## src/rtl/wb_stage_gen.sv

```systemverilog
// wb_stage_gen: parametrised writeback stage.
//
// Holds one instruction from MEM in a valid/allowin stage register and retires
// it into the regfile, the CSR file and the trace port. A CSR read holds the
// stage for CSR_LAT extra cycles until csr_rvalue is valid. An instruction that
// carries an exception or an ertn flushes the front end when it retires, and it
// blocks capture of the next instruction in that cycle.
//
// Ports:
//   clk, resetn            clock, asynchronous active-low reset
//   in_valid / wb_allowin  MEM -> WB handshake
//   in_*                   instruction payload from MEM
//   rf_we/rf_waddr/rf_wdata
//                          regfile write port, also the forwarding bus to ID
//   csr_re/csr_num/csr_rvalue
//                          CSR read port (EENTRY_NUM while an exception is shown)
//   csr_we/csr_wmask/csr_wvalue
//                          CSR write port
//   wb_ex/wb_ecode/wb_esubcode/wb_ex_pc/wb_vaddr
//                          exception report to the CSR file and front end
//   ertn_flush             exception-return flush
//   retired_cnt            instructions retired without exception (wraps)
//   debug_wb_*             trace port
module wb_stage_gen #(
    parameter int unsigned DW         = 32,
    parameter int unsigned AW         = 5,
    parameter int unsigned CSR_LAT    = 0,
    parameter logic [13:0] EENTRY_NUM = 14'h00c,
    parameter int unsigned CNT_W      = 32
) (
    input  logic             clk,
    input  logic             resetn,

    input  logic             in_valid,
    output logic             wb_allowin,
    input  logic [DW-1:0]    in_pc,
    input  logic             in_rf_we,
    input  logic [AW-1:0]    in_rf_waddr,
    input  logic [DW-1:0]    in_rf_wdata,
    input  logic             in_csr_re,
    input  logic             in_csr_we,
    input  logic [13:0]      in_csr_num,
    input  logic [DW-1:0]    in_csr_wmask,
    input  logic [DW-1:0]    in_csr_wvalue,
    input  logic             in_ertn,
    input  logic [5:0]       in_exc,
    input  logic [8:0]       in_esubcode,
    input  logic [DW-1:0]    in_vaddr,

    output logic             rf_we,
    output logic [AW-1:0]    rf_waddr,
    output logic [DW-1:0]    rf_wdata,

    output logic             csr_re,
    output logic [13:0]      csr_num,
    input  logic [DW-1:0]    csr_rvalue,
    output logic             csr_we,
    output logic [DW-1:0]    csr_wmask,
    output logic [DW-1:0]    csr_wvalue,

    output logic             wb_ex,
    output logic [5:0]       wb_ecode,
    output logic [8:0]       wb_esubcode,
    output logic [DW-1:0]    wb_ex_pc,
    output logic [DW-1:0]    wb_vaddr,
    output logic             ertn_flush,

    output logic [CNT_W-1:0] retired_cnt,

    output logic [DW-1:0]    debug_wb_pc,
    output logic [DW/8-1:0]  debug_wb_rf_we,
    output logic [AW-1:0]    debug_wb_rf_wnum,
    output logic [DW-1:0]    debug_wb_rf_wdata
);

    localparam int unsigned LAT_W = 4;
    localparam int unsigned WE_W  = DW / 8;
    localparam int unsigned EXC_W = 6;

    // Bit positions inside in_exc = {INT, ADEF, SYSCALL, BRK, INE, ALE}
    localparam int unsigned EXC_INT  = 5;
    localparam int unsigned EXC_ADEF = 4;
    localparam int unsigned EXC_SYS  = 3;
    localparam int unsigned EXC_BRK  = 2;
    localparam int unsigned EXC_INE  = 1;
    localparam int unsigned EXC_ALE  = 0;

    localparam logic [5:0] ECODE_INT  = 6'h00;
    localparam logic [5:0] ECODE_ADEF = 6'h08;
    localparam logic [5:0] ECODE_SYS  = 6'h0b;
    localparam logic [5:0] ECODE_BRK  = 6'h0c;
    localparam logic [5:0] ECODE_INE  = 6'h0d;
    localparam logic [5:0] ECODE_ALE  = 6'h09;

    // Payload held by the stage register for the instruction in WB
    typedef struct packed {
        logic [DW-1:0]    pc;
        logic             rf_we;
        logic [AW-1:0]    rf_waddr;
        logic [DW-1:0]    rf_wdata;
        logic             csr_re;
        logic             csr_we;
        logic [13:0]      csr_num;
        logic [DW-1:0]    csr_wmask;
        logic [DW-1:0]    csr_wvalue;
        logic             ertn;
        logic [EXC_W-1:0] exc;
        logic [8:0]       esubcode;
        logic [DW-1:0]    vaddr;
    } wb_payload_t;

    wb_payload_t      stage_q;
    wb_payload_t      stage_in;
    logic             wb_valid;
    logic [LAT_W-1:0] lat_cnt;

    logic             exc_any;
    logic             ready_go;
    logic             retire;
    logic             flush;
    logic             capture;
    logic [LAT_W-1:0] lat_load;

    // Pack the incoming instruction
    always_comb begin
        stage_in            = '0;
        stage_in.pc         = in_pc;
        stage_in.rf_we      = in_rf_we;
        stage_in.rf_waddr   = in_rf_waddr;
        stage_in.rf_wdata   = in_rf_wdata;
        stage_in.csr_re     = in_csr_re;
        stage_in.csr_we     = in_csr_we;
        stage_in.csr_num    = in_csr_num;
        stage_in.csr_wmask  = in_csr_wmask;
        stage_in.csr_wvalue = in_csr_wvalue;
        stage_in.ertn       = in_ertn;
        stage_in.exc        = in_exc;
        stage_in.esubcode   = in_esubcode;
        stage_in.vaddr      = in_vaddr;
    end

    // Handshake and retire qualification
    assign exc_any    = |stage_q.exc;
    assign ready_go   = (lat_cnt == '0);
    assign wb_allowin = ~wb_valid | ready_go;
    assign retire     = wb_valid & ready_go;
    assign flush      = wb_ex | ertn_flush;
    assign capture    = in_valid & wb_allowin & ~flush;

    // An excepting instruction never waits for CSR data: it only reads EENTRY
    assign lat_load   = (in_csr_re & ~(|in_exc)) ? LAT_W'(CSR_LAT) : '0;

    // Stage payload register
    always_ff @(posedge clk or negedge resetn) begin
        if (!resetn) begin
            stage_q <= '0;
        end else if (capture) begin
            stage_q <= stage_in;
        end
    end

    // Valid bit: a flush drops both the retiring and any offered instruction
    always_ff @(posedge clk or negedge resetn) begin
        if (!resetn) begin
            wb_valid <= 1'b0;
        end else if (flush) begin
            wb_valid <= 1'b0;
        end else if (wb_allowin) begin
            wb_valid <= in_valid;
        end
    end

    // CSR read latency counter
    always_ff @(posedge clk or negedge resetn) begin
        if (!resetn) begin
            lat_cnt <= '0;
        end else if (capture) begin
            lat_cnt <= lat_load;
        end else if (wb_valid && (lat_cnt != '0)) begin
            lat_cnt <= lat_cnt - LAT_W'(1);
        end
    end

    // Retired-instruction counter, wraps at 2^CNT_W
    always_ff @(posedge clk or negedge resetn) begin
        if (!resetn) begin
            retired_cnt <= '0;
        end else if (retire && !exc_any) begin
            retired_cnt <= retired_cnt + CNT_W'(1);
        end
    end

    // Regfile write port
    assign rf_we    = retire & stage_q.rf_we & ~exc_any;
    assign rf_waddr = stage_q.rf_waddr;
    assign rf_wdata = stage_q.csr_re ? csr_rvalue : stage_q.rf_wdata;

    // CSR ports; the read port fetches EENTRY while an exception is shown
    assign csr_re     = wb_valid & (stage_q.csr_re | exc_any);
    assign csr_num    = exc_any ? EENTRY_NUM : stage_q.csr_num;
    assign csr_we     = retire & stage_q.csr_we & ~exc_any;
    assign csr_wmask  = stage_q.csr_wmask;
    assign csr_wvalue = stage_q.csr_wvalue;

    // Exception and ertn reporting
    assign wb_ex       = retire & exc_any;
    assign ertn_flush  = retire & stage_q.ertn & ~exc_any;
    assign wb_esubcode = stage_q.esubcode;
    assign wb_ex_pc    = stage_q.pc;
    assign wb_vaddr    = stage_q.vaddr;

    // Exception code, highest-priority flag wins
    always_comb begin
        wb_ecode = 6'h00;
        if (stage_q.exc[EXC_INT]) begin
            wb_ecode = ECODE_INT;
        end else if (stage_q.exc[EXC_ADEF]) begin
            wb_ecode = ECODE_ADEF;
        end else if (stage_q.exc[EXC_SYS]) begin
            wb_ecode = ECODE_SYS;
        end else if (stage_q.exc[EXC_BRK]) begin
            wb_ecode = ECODE_BRK;
        end else if (stage_q.exc[EXC_INE]) begin
            wb_ecode = ECODE_INE;
        end else if (stage_q.exc[EXC_ALE]) begin
            wb_ecode = ECODE_ALE;
        end
    end

    // Trace port
    assign debug_wb_pc       = stage_q.pc;
    assign debug_wb_rf_we    = {WE_W{rf_we}};
    assign debug_wb_rf_wnum  = stage_q.rf_waddr;
    assign debug_wb_rf_wdata = rf_wdata;

endmodule

```

## config.mk

```make
export PLATFORM = sky130hd
export DESIGN_NAME = wb_stage_gen
export DESIGN_NICKNAME = d
export VERILOG_FILES = /design/src/rtl/wb_stage_gen.sv
export SDC_FILE = /design/constraint.sdc
export NUM_CORES = 1
export LEC_CHECK = 0
export CORE_AREA = 2 2 211 213
export CTS_CLUSTER_DIAMETER = 40
export DETAILED_ROUTE_END_ITERATION = 10
export DIE_AREA = 0 0 213 215
export GPL_TIMING_DRIVEN = 0
export PLACE_DENSITY_LB_ADDON = 0.25
export RECOVER_POWER = 50
export SETUP_SLACK_MARGIN = 0.5
export SLEW_MARGIN = 0
export SYNTH_ARGS = -nofsm -noshare
export SYNTH_HDL_FRONTEND = slang
export SYNTH_SLANG_ARGS = --single-unit
```

## constraint.sdc

```tcl
create_clock -name clk -period 2.5 [get_ports clk]
set_clock_uncertainty 0.05 [all_clocks]
set_input_delay 0.5 -clock clk [delete_from_list [all_inputs] [get_ports clk]]
set_output_delay 0.5 -clock clk [all_outputs]
set_load 0.05 [all_outputs]
```

* Yosys cells after proc, flatten, opt, wreduce, memory -nomap -nowiden
Index checks and enable logic that the tools add are counted. Widths: inputs -> output; s select.
Word-level totals: memories kept 0, latch bits 0, register bits 235, logic and storage cells 55, input port bits 233, bits in read-only memories 0, bits in writable memories 0
Cells by class: shifts and indexed selects 0, $add $sub $neg 2, multipliers 0, equality and inequality tests 0, div/mod/pow operators 0, order comparisons 0, reductions and logical operators 8, multiplexer cells 12, bitwise gates (word level) 17
Operators with widths (count):
- $add 32x1->32 const B | 1
- $mux 32 | 1
- $mux 4 | 6
- $mux 14 | 1
- $mux 6 | 2
- $and 1x1->1 | 11
- $reduce_or 6->1 | 1
- $logic_not 4->1 | 1
- $reduce_bool 2->1 | 2
- $reduce_bool 4->1 | 1
- $sub 4x1->4 const B | 1
- $not 1->1 | 3
- $or 1x1->1 | 3
- $logic_and 1x1->1 | 2
- $mux 1 | 2
- $logic_not 1->1 | 1

* Logic depth before layout (Yosys ltp)
Gate-level depths: netlist (run 1).
word-level depth 8, gate-level depth with buffers 10, mapped depth without buffers 6

* Least setup slack after synthesis (run 1)
OpenSTA, ideal clock, no wires.
kind register -> register, start register lat_cnt[0], end register stage_q, in the netlist csr_wvalue[0], arrival time 2.512 ns, buffers on the path 3, cell stages (with the launch flop) 10, path slack -0.187 ns, cells stage by stage dfrtp_1 inv_1 ha_1 or3b_2 nand2_1 and3_1 buf_6 buf_12 buf_12 mux2_4
Between the ends: elaborated cells between the ends (all ways) 10
RTL lines:
- start, declared | line 115 | logic [LAT_W-1:0] lat_cnt;
- start signal, assigned | line 178 | lat_cnt <= lat_load;
- start signal, assigned | line 180 | lat_cnt <= lat_cnt - LAT_W'(1);
- $logic_not 4->1 | line 144 | assign ready_go = (lat_cnt == '0);
- $or 1x1->1 | line 145 | assign wb_allowin = ~wb_valid | ready_go;
- via wb_allowin | line 35 | output logic wb_allowin,
- $and 1x1->1 (2 in series) | line 148 | assign capture = in_valid & wb_allowin & ~flush;
- end signal, assigned | line 158 | stage_q <= stage_in;
- end, declared | line 112 | wb_payload_t stage_q;
The timed path passes the listed nets, and every way through them passes these cells. A chain may end at the register's enable or synchronous reset.

* Worst setup path after layout (run 1)
start register lat_cnt[0], end output port debug_wb_rf_we[1]
Between the ends: word-level cells in the longest chain between the ends 4
RTL lines:
- $logic_not 4->1 | line 144
- $and 1x1->1 | line 146 | assign retire = wb_valid & ready_go;
- $and 1x1->1 (2 in series) | line 194 | assign rf_we = retire & stage_q.rf_we & ~exc_any;
- end, declared | line 71 | output logic [DW/8-1:0] debug_wb_rf_we,
Every way passes these cells.

==> key figures, run 1 <==
Run status
  – Status: finished, violations left
  – Failing checks: capacitance limit, slew limit, setup timing

Timing
  – Worst hold slack: 426 ps
  – Worst slew pin tran: 1840 ps
  – Setup WS post-layout: -207 ps
  – Slew HR: -0.225
  – Endpoints failing setup: 228
  – Final min period: 2710 ps
  – FMAX: 369 MHz
  – Final-report hold violation count: 0
  – Pins Over Slew Limit: 28
  – Unrepaired setup endpoints after global routing: yes
  – Final cycle utilization of the critical path: 1.08

Route
  – Post-route ant nets: 0
  – First DRT Iteration DRCs: 245
  – Drt first pass iters: 4
  – Total Wirelength: 40.5 mm
  – WL per Instance: 18.6 um
  – Vias: 8,983
  – DRC errors left: 0
  – Vias/cell: 4.13

Placed design
  – Cell Count Post-Placement: 2,012
  – Detailed placer's ending HPWL: 28.3 mm
  – PortBufs: 535
  – GP Congestion: 0.852

Power
  – Leakage: 0.0102 uW
  – Net Sw Frac: 0.424
  – PnR Total Power: 37,200 uW
  – Seq pwr share: 0.183
  – Internal: 21,400 uW
  – Combinational Power Share: 0.642
  – Clk pwr share: 0.176
  – Pwr dens: 1720 nW/um^2
  – NetSw: 15,800 uW
  – VDD IR-drop max: 1.13 mV

CTS
  – H-tree level count: 2
  – CTS tree: built
  – CTS Buffer Depth: 3
  – Clock latency on the worst-skew pair: 550 ps
  – Clock sinks: 235
  – CTS root buf: clkbuf_16
  – Clk pin slew, worst setup/hold paths: 50 ps
  – CTS buffer count: 46

Logic synthesis
  – Mux share of post-synthesis cell area: 0.247
  – Mapped Area: 11,900 sq um
  – Cells after Synth: 882
  – Largest family of logic cells by synthesized area: multiplexers
  – Synth Area in Compound Gates: 0.00545
  – Synth Area in XOR/XNOR: 0.0242
  – Avg Cell Area, Syn: 13.5 sq um
  – Synth Area in Simple Gates: 0.0552
  – Register area share after synthesis: 0.493
  – Yosys reg bits: 235
  – Post-synth top flop: dfrtp_1
  – Asr flop ratio synth: 1.00
  – Synth Area in Adders: 0.00314
  – Yosys cell types: 36
  – Ys Warns: 0
  – EDFF count, synth: 0

Global routing
  – Gr ovfl total: 0
  – First-pass GRT wire length: 58.0 mm
  – Gr usage total: 0.167
  – Largest net degree at the start of global routing: 109
  – Vias in the first global route: 9,439
  – Initial antenna violation count: 0

Critical path
  – Critical path fanouts, max: 5
  – Setup CP Type: reg -> out
  – Worst Setup End Kind: primary output
  – Crit path arrival time: 2160 ps
  – Reg-to-reg setup timing slack: -200 ps
  – Worst r2r path cells: 9
  – R2R Path Start: stage_q[42]$_DFFE_PN0P_
  – Worst Path Required: 1950 ps
  – Worst r2r dst: csr_wmask[20]$_DFFE_PN0P_
  – Startpoint types: flop

Finish
  – Area Overhead vs Synth: 81.3%
  – Fin nets: 1,786
  – Share of cells above drive strength 1: 0.561
  – # fillers: 3,878
  – Cell Count, Final, Fillers Out: 2,177
  – Antenna Cells: 0
  – Most frequent cells in the layout: clkdlybuf4s50_1 (328), dfrtp_1 (227), buf_4 (213)
  – Most common cell after layout, fill and taps aside: clkdlybuf4s50_1

Run
  – Max-cap viol count: 1

Floorplan
  – Core area: 43,600 sq um
  – Site Rows: 77
  – Initial cell density of the core: 0.274
  – Die X-Extent: 213 um
  – DIE HEIGHT: 215 um
  – Top-Level Pins: 538
  – Die area: 45,800 sq um

Min path
  – Sink of the worst hold path: retired_cnt[31]$_DFFE_PN0P_
  – Min-delay worst type: reg -> reg
  – Hold Path Depth: 1
  – Worst hold start: retired_cnt[31]$_DFFE_PN0P_
registers in the layout (all words and copies together) (netlist names):
| name | count |
|---|---|
| wb_vaddr | 32 |
| wb_valid | 1 |
| retired_cnt | 32 |
| csr_wmask | 32 |
| wb_esubcode | 9 |
| lat_cnt | 4 |
| debug_wb_rf_wnum | 5 |
| debug_wb_pc | 32 |
| csr_wvalue | 32 |
| stage_q | 56 |
synth_stat cells (9+ instances only):
cell	instances	area share
mux2_4	100	0.13
xnor2_1	11	0.0081
xor2_1	22	0.016
nor4_1	12	0.0063
mux2_2	54	0.051
buf_6	9	0.0085
mux2_1	75	0.071
buf_12	12	0.020
buf_4	219	0.14
dfrtp_1	235	0.49
nand4_1	11	0.0058
nor3_1	11	0.0046
nand3_1	15	0.0063
and3_1	18	0.0094
nor2_1	12	0.0038
nand2_1	19	0.0060
worst max-delay path, cell delays in order (launching register included):
cell,delay (ps)
dfrtp_1,380
inv_2,90
ha_4,130
nor4bb_4,190
buf_4,170
and3_4,190
and2_4,220
buf_8,120
buf_8,130
power groups by stage:
stage / clock network, uW / registers (uW) / logic (uW)
final: 6530 / 6790 / 23800
after global routing: 6890 / 7030 / 24700
after CTS: 6700 / 6770 / 23200
after detailed placement: 0 / 6790 / 21300
after global placement: 0 / 6750 / 21200
after floorplan: 0 / 6400 / 15700
final cells by class:
type                       count  area [sq um]  area share
timing repair buffer         619          6320       0.292
sequential                   235          5890       0.272
multi-input combinational    392          4610       0.213
buffer                       249          2400       0.111
clock buffer                  62          1350      0.0625
tap                          592           741      0.0342
clock inverter                21           305      0.0141
inverter                       7          26.3     0.00121
how the worst max path moves through the flow:
| stage | from | endpoint | slack (ps) | cells after the start |
|---|---|---|---|---|
| after floorplan | stage_q[41]$_DFFE_PN0P_ | csr_wvalue[0]$_DFFE_PN0P_ | 270 | 7 |
| after global placement | resetn | retired_cnt[1]$_DFFE_PN0P_ | -11020 | 1 |
| after detailed placement | stage_q[42]$_DFFE_PN0P_ | csr_num[10] | -890 | 4 |
| after CTS | lat_cnt[0]$_DFFE_PN0P_ | debug_wb_rf_we[3] | -230 | 8 |
| after global routing | lat_cnt[0]$_DFFE_PN0P_ | debug_wb_rf_we[1] | -310 | 8 |
| final | lat_cnt[0]$_DFFE_PN0P_ | debug_wb_rf_we[1] | -210 | 8 |
cell families (layout without fill, tap and decap cells):
family | count (synthesis) | in the layout
other | 1 | 2
adder cells (fa/ha/maj) | 3 | 3
XOR/XNOR | 33 | 33
AO/OA/AOI/OAI | 9 | 9
buffers and inverters | 256 | 958
multiplexers | 229 | 229
flip-flops | 235 | 235
AND/OR/NAND/NOR | 116 | 116
what timing repair did:
action	CTS	global route
endpoints found under the hold margin	27	0
setup buffers	30	28
endpoints found under the setup margin	531	527
gates cloned	9	14
hold buffers	1	0
gates resized for setup	775	340
pin swaps	7	14
metrics by stage:
step                       util  instance area (sq um)  setup TNS [ps]  setup slack, ps
after floorplan               -                  12300               0              267
after global placement    0.423                  18400        -2374450           -11020
after detailed placement  0.424                  18500          -18650             -893
after CTS                 0.486                  21200          -31590             -234
after global routing      0.496                  21600          -81880             -310
final                     0.496                  21600          -31570             -207
metal layers:
| layer | up-vias | wire, um | GRT usage |
|---|---|---|---|
| li1 | 4175 | - | - |
| met4 | 0 | 1060 | 0.0597 |
| met2 | 303 | 20400 | 0.293 |
| met3 | 68 | 2730 | 0.0425 |
| met5 | - | 0 | 0 |
| met1 | 4437 | 16300 | 0.195 |
(Power assumes the default switching activity.)
==> inputs of run 2 (changes only) <==
- PLACE_DENSITY: unset -> 0.66
- PLACE_DENSITY_LB_ADDON: 0.25 -> unset
==> key figures, run 2 (synthesis gave the netlist of run 1 again) <==
Global routing
  – Largest net degree at the start of global routing: 111 (+1.8%)
  – First-pass GRT wire length: 59.4 mm (+2.5%)
  – Gr ovfl total: 0 (unchanged)
  – Vias in the first global route: 9,784 (+3.7%)
  – Initial antenna violation count: 3 (+3)
  – Gr usage total: 0.171 (+0.00435)

Route
  – First DRT Iteration DRCs: 328 (+34%)
  – Drt first pass iters: 4 (unchanged)
  – Total Wirelength: 42.1 mm (+4.1%)
  – Met2 wire len: 20.7 mm (+1.4%)
  – Post-route ant nets: 0 (unchanged)
  – Wl on met1: 17.3 mm (+6.2%)
  – WL per Instance: 19.1 um (+2.9%)
  – Met3 routed WL: 2.85 mm (+4.3%)
  – Vias/cell: 4.17 (+1.0%)
  – DRC errors left: 0 (unchanged)
  – DR top layer: met5
  – Vias: 9,178 (+2.2%)

Finish
  – # fillers: 3,782 (-2.5%)
  – Most frequent cells in the layout: clkdlybuf4s50_1 (232), mux2_4 (228), dfrtp_1 (227)
  – Max FFs per register: 56 (unchanged)
  – Fin nets: 1,808 (+1.2%)
  – Share of cells above drive strength 1: 0.589 (+0.0283)
  – Fin util: 0.499 (+0.00324)
  – Largest reg by FF count: stage_q
  – Area Overhead vs Synth: 82.5%
  – Most common cell after layout, fill and taps aside: clkdlybuf4s50_1
  – Fin area: 21,800 sq um (+0.65%)

Floorplan
  – Die X-Extent: 213 um (unchanged)
  – Core area: 43,600 sq um (unchanged)
  – Site Rows: 77 (unchanged)
  – Top-Level Pins: 538 (unchanged)
  – DIE HEIGHT: 215 um (unchanged)
  – Initial cell density of the core: 0.274 (unchanged)
  – Die area: 45,800 sq um (unchanged)

Placed design
  – Dpl ws: -963 ps (-69.9 ps)
  – Detailed placer's ending HPWL: 27.8 mm (-1.5%)
  – PortBufs: 535 (unchanged)
  – GP Congestion: 0.828 (-2.7%)
  – Area after DPL: 18,500 sq um (unchanged)

Critical path
  – Critical path fanouts, max: 5 (unchanged)
  – Setup CP Type: reg -> out
  – Worst Setup End Kind: primary output
  – Worst Path Required: 1950 ps (about the same)
  – Startpoint types: flop
  – Worst r2r path cells: 10 (+1)
  – Crit path arrival time: 2220 ps (+60 ps)

CTS
  – Clk pin slew, worst setup/hold paths: 50 ps (about the same)
  – CTS buffer count: 45 (-2.2%)
  – CTS tree: built
  – Clock sinks: 235 (unchanged)
  – CTS root buf: clkbuf_16
  – H-tree level count: 2 (unchanged)
  – CTS Buffer Depth: 3 (unchanged)
  – Clock latency on the worst-skew pair: 560 ps (about the same)

Power
  – VDD IR-drop max: 1.02 mV (-9.6%)
  – Net Sw Frac: 0.432 (+0.00771)
  – Clk pwr share: 0.174 (-0.002)
  – Internal: 21,200 uW (-1.0%)
  – PnR Total Power: 37,300 uW (+0.31%)
  – Seq pwr share: 0.182 (about the same)
  – Leakage: 0.0106 uW (+3.5%)
  – Pwr dens: 1710 nW/um^2 (-0.35%)
  – Combinational Power Share: 0.644 (+0.002)
  – NetSw: 16,100 uW (+2.1%)

Timing
  – Final min period: 2770 ps (+66.6 ps)
  – Pins Over Slew Limit: 0 (-100%)
  – Final-report hold violation count: 0 (unchanged)
  – Endpoints failing setup: 239 (+4.8%)
  – Slew HR: 0.0561 (+0.282)
  – Setup WS post-layout: -274 ps (-66.6 ps)
  – Final cycle utilization of the critical path: 1.11 (+0.0266)
  – FMAX: 361 MHz (-2.4%)
  – Worst slew pin tran: 1420 ps (-422 ps)
  – Final setup TNS: -37,810 ps (-6240 ps)
  – Unrepaired setup endpoints after global routing: yes

Min path
  – Min-delay worst type: in -> async

Run status
  – Failing checks: setup timing
  – Status: finished, violations left

Run
  – Max-cap viol count: 0 (-1)
==> run 2: area by class of cell <==
type / count / area, sq um / area share
Antenna cell: 1 / 2.50 / 0.000115
Buffer: 249 / 2430 / 0.112
Clock buffer: 56 / 1230 / 0.0564
Clock inverter: 28 / 398 / 0.0183
Inverter: 7 / 26.3 / 0.00121
Multi-Input combinational cell: 392 / 4880 / 0.224
Sequential cell: 235 / 5890 / 0.270
Tap cell: 592 / 741 / 0.0340
Timing Repair Buffer: 642 / 6180 / 0.284
==> run 2: timing repair <==
action / in CTS / in global routing
cloned: 13 / 15
resized for setup: 845 / 531
hold buffers: 1 / 0
setup buffers: 48 / 28
pin swaps: 14 / 25
endpoints found under the hold margin: 30 / 0
endpoints found under the setup margin: 531 / 525
==> run 2: per-layer routing <==
layer,global-route usage,vias up
met1,0.206,4538
li1,-,4220
met4,0.0690,4
met5,0,-
met2,0.288,340
met3,0.0454,76
==> run 2: path summary, 6_finish.rpt <==
| check | to | slack [ps] | start |
|---|---|---|---|
| worst min register to register | retired_cnt[31]$_DFFE_PN0P_ | 420 | retired_cnt[31]$_DFFE_PN0P_ |
| min in group clk | retired_cnt[31]$_DFFE_PN0P_ | 420 | retired_cnt[31]$_DFFE_PN0P_ |
| max in group asynchronous | stage_q[46]$_DFFE_PN0P_ | 20 | resetn |
| worst min-delay path | csr_wvalue[29]$_DFFE_PN0P_ | 330 | resetn |
| worst max register to register | csr_wmask[3]$_DFFE_PN0P_ | -270 | stage_q[42]$_DFFE_PN0P_ |
| worst max-delay path | debug_wb_rf_we[1] | -270 | lat_cnt[1]$_DFFE_PN0P_ |
==> run 2: critical path, stage by stage, from the launching register on <==
cell      delay [ps]
dfrtp_1          390
inv_2             90
ha_4             140
nor4bb_4         210
buf_4            170
and3_4           190
and2_4           230
buf_8            120
buf_8            130
==> run 2: power by group through the flow <==
stage,logic [uW],registers (uW),clock network [uW]
floorplan,15700,6400,0
global placement,21100,6740,0
detailed placement,21300,6780,0
CTS,24000,6750,6620
global route,25000,7000,6830
finish,24000,6780,6480
==> run 2: stage by stage <==
| step | hold WS [ps] | std cells |
|---|---|---|
| after detailed placement | 324 | 2012 |
| final | 334 | 2202 |
| after global routing | 317 | 2202 |
| after floorplan | 154 | 883 |
| after global placement | 417 | 2010 |
| after CTS | 308 | 2158 |
==> inputs of run 3 (changes only) <==
- CAP_MARGIN: unset -> 20
- clock period: 2.5 -> 2.6 ns (I/O delays scaled with it)
==> key figures, run 3 (synthesis gave the netlist of run 1 again) <==
Route
  – Post-route ant nets: 0 (unchanged)
  – Total Wirelength: 42.7 mm (+1.2%)
  – First DRT Iteration DRCs: 304 (-7.3%)
  – WL per Instance: 19.3 um (+1.1%)
  – DRC errors left: 0 (unchanged)
  – Vias: 9,331 (+1.7%)
  – Drt first pass iters: 4 (unchanged)
  – Vias/cell: 4.23 (+1.5%)

Critical path
  – Largest stage delay on the critical path: 620 ps (+230 ps)
  – R2R Path Start: stage_q[41]$_DFFE_PN0P_
  – Worst Setup End Kind: flop
  – CP top delay family: simple AND/OR/NAND/NOR gates
  – WP buf/inv: 6 (+2)
  – Reg-to-reg setup timing slack: -190 ps (+90 ps)
  – Critical path fanouts, max: 6 (+1)
  – Crit path arrival time: 3160 ps (+940 ps)
  – Worst r2r dst: debug_wb_pc[31]$_DFFE_PN0P_
  – Worst Path Required: 2980 ps (+1030 ps)
  – Worst path cell trace: or4_4 -> buf_6 -> o41ai_2 -> and3_1 -> buf_6 -> buf_16 -> buf_12 -> buf_12 -> buf_16 -> mux2_4
  – Worst r2r path cells: 10 (unchanged)
  – Startpoint types: flop
  – Crit path max-delay cell type: or4_4
  – Setup CP Type: reg -> reg

Power
  – Net Sw Frac: 0.419 (-0.0126)
  – Pwr dens: 1590 nW/um^2 (-6.8%)
  – Clk pwr share: 0.171 (-0.003)
  – Seq pwr share: 0.177 (-0.005)
  – VDD IR-drop max: 0.942 mV (-7.7%)
  – Internal: 21,500 uW (+1.7%)
  – NetSw: 15,500 uW (-3.4%)
  – PnR Total Power: 37,100 uW (-0.55%)
  – Combinational Power Share: 0.652 (+0.008)
  – Leakage: 0.0125 uW (+18%)

Timing
  – Final-report hold violation count: 0 (unchanged)
  – Slew HR: 0.485 (+0.429)
  – Final cycle utilization of the critical path: 1.07
  – Final min period: 2790 ps
  – Pins Over Slew Limit: 0 (unchanged)
  – Unrepaired setup endpoints after global routing: yes
  – FMAX: 359 MHz
  – Setup WS post-layout: -187 ps (+86.4 ps)
  – Worst slew pin tran: 770 ps (-646 ps)
  – Endpoints failing setup: 219 (-8.4%)
  – Worst hold slack: 364 ps (+30.2 ps)

Floorplan
  – Initial cell density of the core: 0.274 (unchanged)
  – Core area: 43,600 sq um (unchanged)
  – Top-Level Pins: 538 (unchanged)
  – Die X-Extent: 213 um (unchanged)
  – Die area: 45,800 sq um (unchanged)
  – Site Rows: 77 (unchanged)
  – DIE HEIGHT: 215 um (unchanged)

Min path
  – Min-delay worst type: in -> async

Run status
  – Failing checks: setup timing
  – Status: finished, violations left

Finish
  – Largest reg by FF count: stage_q
  – Fin nets: 1,813 (+0.28%)
  – Area Overhead vs Synth: 94.8%
  – Antenna Cells: 0 (-1)
  – # fillers: 3,567 (-5.7%)
  – Share of cells above drive strength 1: 0.539 (-0.0502)
  – Cell Count, Final, Fillers Out: 2,206 (+0.18%)
  – Max FFs per register: 56 (unchanged)
  – Fin util: 0.533 (+0.0337)
  – Most frequent cells in the layout: dfrtp_1 (231), clkdlybuf4s50_1 (231), buf_4 (217)

Global routing
  – First-pass GRT wire length: 60.1 mm (+1.2%)
  – Initial antenna violation count: 1 (-2)
  – Largest net degree at the start of global routing: 111 (unchanged)
  – Gr usage total: 0.173 (+0.00184)
  – Gr ovfl total: 0 (unchanged)
  – Vias in the first global route: 9,832 (+0.49%)

Placed design
  – Detailed placer's ending HPWL: 28.0 mm (+0.51%)
  – GP Congestion: 0.835 (+0.83%)
  – PortBufs: 535 (unchanged)
  – Cell Count Post-Placement: 2,012 (unchanged)

CTS
  – Clk pin slew, worst setup/hold paths: 60 ps (about the same)
  – Clock sinks: 235 (unchanged)
  – CTS root buf: clkbuf_16
  – CTS Buffer Depth: 3 (unchanged)
  – Clock latency on the worst-skew pair: 550 ps (about the same)
  – CTS buffer count: 46 (+2.2%)
  – H-tree level count: 2 (unchanged)
  – CTS tree: built

Run
  – Max-cap viol count: 0 (unchanged)
[run 3: cell count changes in the layout (fill, tap and decap cells not counted), sizes merged, moves of 3 or more]
cell           delta
buf              +13
clkbuf          -198
clkdlybuf4s15    +24
clkinvlp          -3
dlymetal6s2s    +162
inv               +8
[run 3: cell type report]
cell class              instances  area, sq um  area share
repair buffers                646         7680       0.331
flip-flops and latches        235         5890       0.253
multi-input cells             392         4850       0.209
plain buffers                 249         2400       0.103
clock buffers                  53         1240      0.0532
well taps                     592          741      0.0319
clock inverters                32          425      0.0183
inverters                       7         26.3     0.00113
[run 3: repair_timing]
action,4_1_cts,5_1_grt
gates resized for setup,963,293
pin swaps,21,35
cloned,18,7
setup buffers,54,29
hold buffers,1,0
endpoints found under the hold margin,27,0
endpoints found under the setup margin,527,502
[run 3: metrics by stage]
step | setup slack [ps] | instance area [sq um] | setup TNS [ps]
global route | -259 | 23200 | -32740
finish | -187 | 23200 | -19590
CTS | -202 | 22000 | -16770
global placement | -10630 | 18400 | -2289590
floorplan | 367 | 12300 | 0
detailed placement | -817 | 18400 | -19800
[run 3: layer usage]
metal | global-route usage | part of all wire
met5 | 0 | 0.00026
met4 | 0.0485 | 0.023
met3 | 0.0485 | 0.073
met2 | 0.306 | 0.51
met1 | 0.203 | 0.39
[run 3: how the worst max path moves through the flow]
stage | startpoint | end | slack, ps | cells past startpoint
floorplan | stage_q[41]$_DFFE_PN0P_ | csr_wvalue[0]$_DFFE_PN0P_ | 370 | 7
global placement | resetn | wb_valid$_DFFE_PN0P_ | -10630 | 1
detailed placement | stage_q[46]$_DFFE_PN0P_ | wb_ecode[2] | -820 | 6
CTS | lat_cnt[1]$_DFFE_PN0P_ | debug_wb_rf_we[3] | -200 | 8
global route | lat_cnt[0]$_DFFE_PN0P_ | debug_wb_rf_we[3] | -260 | 8
finish | stage_q[41]$_DFFE_PN0P_ | debug_wb_pc[31]$_DFFE_PN0P_ | -190 | 10
[run 3: power by group through the flow]
| stage | logic [uW] | registers [uW] | clock network (uW) |
|---|---|---|---|
| 2_1_floorplan | 15000 | 6150 | 0 |
| 6_report | 24200 | 6550 | 6340 |
| 3_3_place_gp | 20200 | 6460 | 0 |
| 3_5_place_dp | 20400 | 6500 | 0 |
| 4_1_cts | 23500 | 6510 | 6500 |
| 5_1_grt | 25000 | 6770 | 6670 |
